**src/rtl/regfile_read_port.sv**
```systemverilog
// Two-operand register-file read port feeding a 2-entry in-order response queue.
// Optional macro REGFILE_BYPASS_EN forwards same-cycle write data into the operands.
module regfile_read_port #(
  parameter int WIDTH = 32,
  parameter int NREG  = 32,
  parameter int TAGW  = 4
) (
  input  logic                  Clk,
  input  logic                  Clrn,
  input  logic [NREG*WIDTH-1:0] Qbus,
  input  logic                  Wen,
  input  logic [4:0]            Wn,
  input  logic [WIDTH-1:0]      Wd,
  input  logic                  req_valid,
  output logic                  req_ready,
  input  logic [4:0]            Rna,
  input  logic [4:0]            Rnb,
  input  logic [TAGW-1:0]       req_tag,
  output logic                  rsp_valid,
  input  logic                  rsp_ready,
  output logic [WIDTH-1:0]      Qa,
  output logic [WIDTH-1:0]      Qb,
  output logic [TAGW-1:0]       rsp_tag
);

  typedef enum logic [1:0] {
    EMPTY = 2'd0,
    ONE   = 2'd1,
    FULL  = 2'd2
  } state_t;

  state_t state_reg, state_next;
  logic wr_ptr_reg, rd_ptr_reg;
  logic req_ready_reg, rsp_valid_reg;
  logic push, pop;

  logic [WIDTH-1:0] regs [NREG];
  logic [WIDTH-1:0] opa_next, opb_next;

  logic [WIDTH-1:0] ent_a_reg   [2];
  logic [WIDTH-1:0] ent_b_reg   [2];
  logic [TAGW-1:0]  ent_tag_reg [2];

  genvar gi;
  generate
    for (gi = 0; gi < NREG; gi++) begin : g_unpack
      assign regs[gi] = Qbus[gi*WIDTH +: WIDTH];
    end
  endgenerate

  // Register 0 wins over forwarding so a write to r0 can never leak through.
  always_comb begin
    opa_next = regs[Rna];
    opb_next = regs[Rnb];
`ifdef REGFILE_BYPASS_EN
    if (Wen && (Wn == Rna)) opa_next = Wd;
    if (Wen && (Wn == Rnb)) opb_next = Wd;
`endif
    if (Rna == 5'd0) opa_next = '0;
    if (Rnb == 5'd0) opb_next = '0;
  end

`ifndef REGFILE_BYPASS_EN
  logic unused_write;
  assign unused_write = ^{Wen, Wn, Wd};
`endif

  assign push = req_valid && req_ready_reg;
  assign pop  = rsp_valid_reg && rsp_ready;

  always_comb begin
    state_next = state_reg;
    case (state_reg)
      EMPTY: if (push) state_next = ONE;
      ONE: begin
        if (push && !pop)      state_next = FULL;
        else if (pop && !push) state_next = EMPTY;
      end
      FULL:    if (pop) state_next = ONE;
      default: state_next = EMPTY;
    endcase
  end

  // Handshake flags are registered from the next occupancy, so req_ready
  // never has a combinational path from rsp_ready.
  always_ff @(posedge Clk or negedge Clrn) begin
    if (!Clrn) begin
      state_reg     <= EMPTY;
      wr_ptr_reg    <= 1'b0;
      rd_ptr_reg    <= 1'b0;
      req_ready_reg <= 1'b1;
      rsp_valid_reg <= 1'b0;
    end else begin
      state_reg     <= state_next;
      req_ready_reg <= (state_next != FULL);
      rsp_valid_reg <= (state_next != EMPTY);
      if (push) wr_ptr_reg <= ~wr_ptr_reg;
      if (pop)  rd_ptr_reg <= ~rd_ptr_reg;
    end
  end

  generate
    for (gi = 0; gi < 2; gi++) begin : g_entry
      always_ff @(posedge Clk or negedge Clrn) begin
        if (!Clrn) begin
          ent_a_reg[gi]   <= '0;
          ent_b_reg[gi]   <= '0;
          ent_tag_reg[gi] <= '0;
        end else if (push && (wr_ptr_reg == 1'(gi))) begin
          ent_a_reg[gi]   <= opa_next;
          ent_b_reg[gi]   <= opb_next;
          ent_tag_reg[gi] <= req_tag;
        end
      end
    end
  endgenerate

  assign req_ready = req_ready_reg;
  assign rsp_valid = rsp_valid_reg;
  assign Qa        = ent_a_reg[rd_ptr_reg];
  assign Qb        = ent_b_reg[rd_ptr_reg];
  assign rsp_tag   = ent_tag_reg[rd_ptr_reg];

endmodule

```
**config.mk**
```make
export PLATFORM = sky130hd
export DESIGN_NAME = regfile_read_port
export DESIGN_NICKNAME = d
export VERILOG_FILES = /design/src/rtl/regfile_read_port.sv
export SDC_FILE = /design/constraint.sdc
export NUM_CORES = 1
export LEC_CHECK = 0
export ABC_CLOCK_PERIOD_IN_PS = 2200
export CORE_AREA = 2 2 453 455
export CTS_CLUSTER_DIAMETER = 80
export DETAILED_ROUTE_END_ITERATION = 7
export DIE_AREA = 0 0 455 457
export DONT_BUFFER_PORTS = 1
export PLACE_DENSITY_LB_ADDON = 0.1
export SETUP_SLACK_MARGIN = 0.4
export SYNTH_ARGS = -nofsm -noshare
export SYNTH_HDL_FRONTEND = slang
export SYNTH_SLANG_ARGS = --single-unit
```
**constraint.sdc**
```tcl
create_clock -name Clk -period 2.2 [get_ports Clk]
set_clock_uncertainty 0.2 [all_clocks]
set_input_delay 0.44 -clock Clk [delete_from_list [all_inputs] [get_ports Clk]]
set_output_delay 0.44 -clock Clk [all_outputs]
set_load 0.01 [all_outputs]
```
==> out/metrics.cfg <==
[layout]
nets = 3970
layout_commonest_cell = mux2i_1
utilization = 0.181
instances_no_fill = 5635
fillCellCount = 22600
area_growth_pct = 57.5
drive_above_1_share = 0.492
final_cell_mix = mux2i_1 (791), nand2_1 (310), buf_4 (289)

[sta]
hold_violations = 142
final_max_slew_viol_count = 197
slew-limit-headroom = -0.316
tightest_slew_ns = 1.97
post-route-min-period_ns = 3.02
setup_ws_ns = -0.816
grt_setup_unrepaired = true
setup_viol = 191
period_share = 1.37
max_freq_mhz = 332
hold_ws_ns = -0.562

[power_and_ir_drop]
p_per_area_nw_per_um2 = 635
cellLeakagePower_nw = 14.5
vdd_drop_max_v = 0.000482
power.total_mw = 23.3

[grt]
antenna_found_initial = 52
grt_max_degree = 450
grt.met3_usage = 0.0682
grt-ovfl-total = 0
grt_pass1_vias = 25900
grt_pass1_wl_mm = 291
met1_usage = 0.265
grt_util_all_layers = 0.216
use_met2 = 0.373
top_usage_layer = met2

[synthesis]
synth_edf_count = 0
synth_cell_type_count = 32
yosys-top-cells-area = mux2i_1 (35%), dfrtp_1 (15%), a22oi_1 (12%)
yosysTopAreaCellShare = 0.351
yosysWarningCount = 0
ys.flop_type = dfrtp_1
ys_seq_area_frac = 0.152
syn_nets = 3651
synth_top_cell_by_area = mux2i_1
avgSynthCellArea_um2 = 9.08
netlist_instances = 2571
async_flop_share = 1.00
synth-seq-cells = 142
netlist_area_um2 = 23400

[route]
drt-total-wl_mm = 249
post-route-drc-count = 0
dr.pass1.iters = 5
wl_per_cell_um = 44.2
drt_iter0_markers = 1705
ant_nets = 0
via_count = 25300
via_per_inst = 4.49

[die]
io_pins = 1150
die_area_um2 = 208000
fp.dieW_um = 455
core_um2 = 203000
die_y_um = 457
rows = 166
start_util = 0.115

[place]
io_buffer_count = 0
place.gp.congestion = 0.883
post-place-ws_ns = -1.10
dp_hpwl_mm = 190
place_inst = 5379

[setup_path]
crit_arrival_ns = 3.24
critPathMaxFanout = 449
criticalPathCategory = input pin to flop
crit_path_start_kind = input pin
cp.required_ns = 2.42
critPathCaptureType = flop

[cts]
clock_path_buffers = 2
htreeDepth = 4
clock-root-buffer = clkbuf_16
cts_tree = yes
clk_latency_ns = 0.49
path_clk_slew_ns = 0.08
numCtsBuffers = 17
cts_sinks = 142
hold_buffers = 6

[hold_path]
worstHoldPathType = input pin to async pin

[status]
violations = negative hold slack, max-slew violations, negative setup slack
status = finished with violations

[flow_run]
cap_violations = 0

cell families (layout without fill, tap and decap cells):
group | after synthesis | in the layout | share of synthesized area
compound gates | 720 | 720 | 0.200
simple gates | 415 | 416 | 0.0802
xor+xnor | 1 | 1 | 0.000375
mux | 1016 | 1016 | 0.508
buf+inv | 277 | 608 | 0.0595
flops | 142 | 142 | 0.152
other cells | 0 | 44 | 0
cell type report:
cell class / instances / area (um2) / share of cell area
timing repair buffer: 575 / 7280 / 0.198
clock inverter: 13 / 116 / 0.00316
tap: 2688 / 3360 / 0.0914
clock buffer: 19 / 443 / 0.0120
multi-input combinational: 2153 / 21900 / 0.596
inverter: 1 / 3.75 / 0.000102
sequential: 142 / 3560 / 0.0967
antenna: 44 / 110 / 0.00299
worst max-delay path: stages:
cell and delay (ns):
mux2i_4 0.69, a22oi_2 0.25, a21oi_2 0.10, buf_4 0.17
or4_4 0.48, buf_8 0.15, o21ai_2 0.11
cells in the mapped netlist, types with 22 or more instances:
cell type  count
a21oi_1      191
a22oi_1      384
buf_1         22
buf_2         76
buf_4         43
clkbuf_1     121
dfrtp_1      141
mux2_2        68
mux2i_1      820
mux4_2       128
nand2_1      313
o21ai_1      102
o31ai_1       26
or4_1         64
routing by layer:
layer,share of wire,vias to the layer above
li1,-,10800
met1,0.41,13300
met2,0.49,984
met3,0.080,149
met4,0.013,26
met5,0.00067,-
power by group:
group	internal [mW]	switching (mW)
Sequential	3.94	0.790
Clock	1.52	1.52
Combinational	6.71	8.87
Total	12.2	11.2
path summary, 6_finish.rpt:
check / startpoint / endpoint / slack, ns / depth (start not counted)
max: Rna[1] / ent_a_reg[18]$_DFFE_PN0P_ / -0.82 / 7
min: Clrn / ent_tag_reg[1]$_DFFE_PN0P_ / -0.56 / 0
max reg2reg: req_ready$_DFF_PN1_ / ent_b_reg[46]$_DFFE_PN0P_ / 0.26 / 4
min reg2reg: ent_tag_reg[3]$_DFFE_PN0P_ / ent_tag_reg[3]$_DFFE_PN0P_ / 0.28 / 2
max in group asynchronous: Clrn / ent_b_reg[48]$_DFFE_PN0P_ / 1.92 / 0
min in group Clk: rsp_ready / state_reg[0]$_DFF_PN0_ / 0.06 / 2
through the flow:
step / area [um2] / hold slack (ns) / setup TNS [ns]
after floorplan: 24300 / -0.0556 / -0.370
after global placement: 29900 / -0.0434 / -81.83
after detailed placement: 29900 / -0.0437 / -82.27
after CTS: 33800 / -0.623 / -18.95
after global routing: 36700 / -0.612 / -28.34
final: 36800 / -0.562 / -46.95
timing repair:
action,CTS,global route
resized for setup,561,296
gates cloned,15,42
pin swaps,156,159
endpoints found under the hold margin,152,142
endpoints found under the setup margin,197,198
setup buffers,44,70
(Power assumes the default switching activity.)
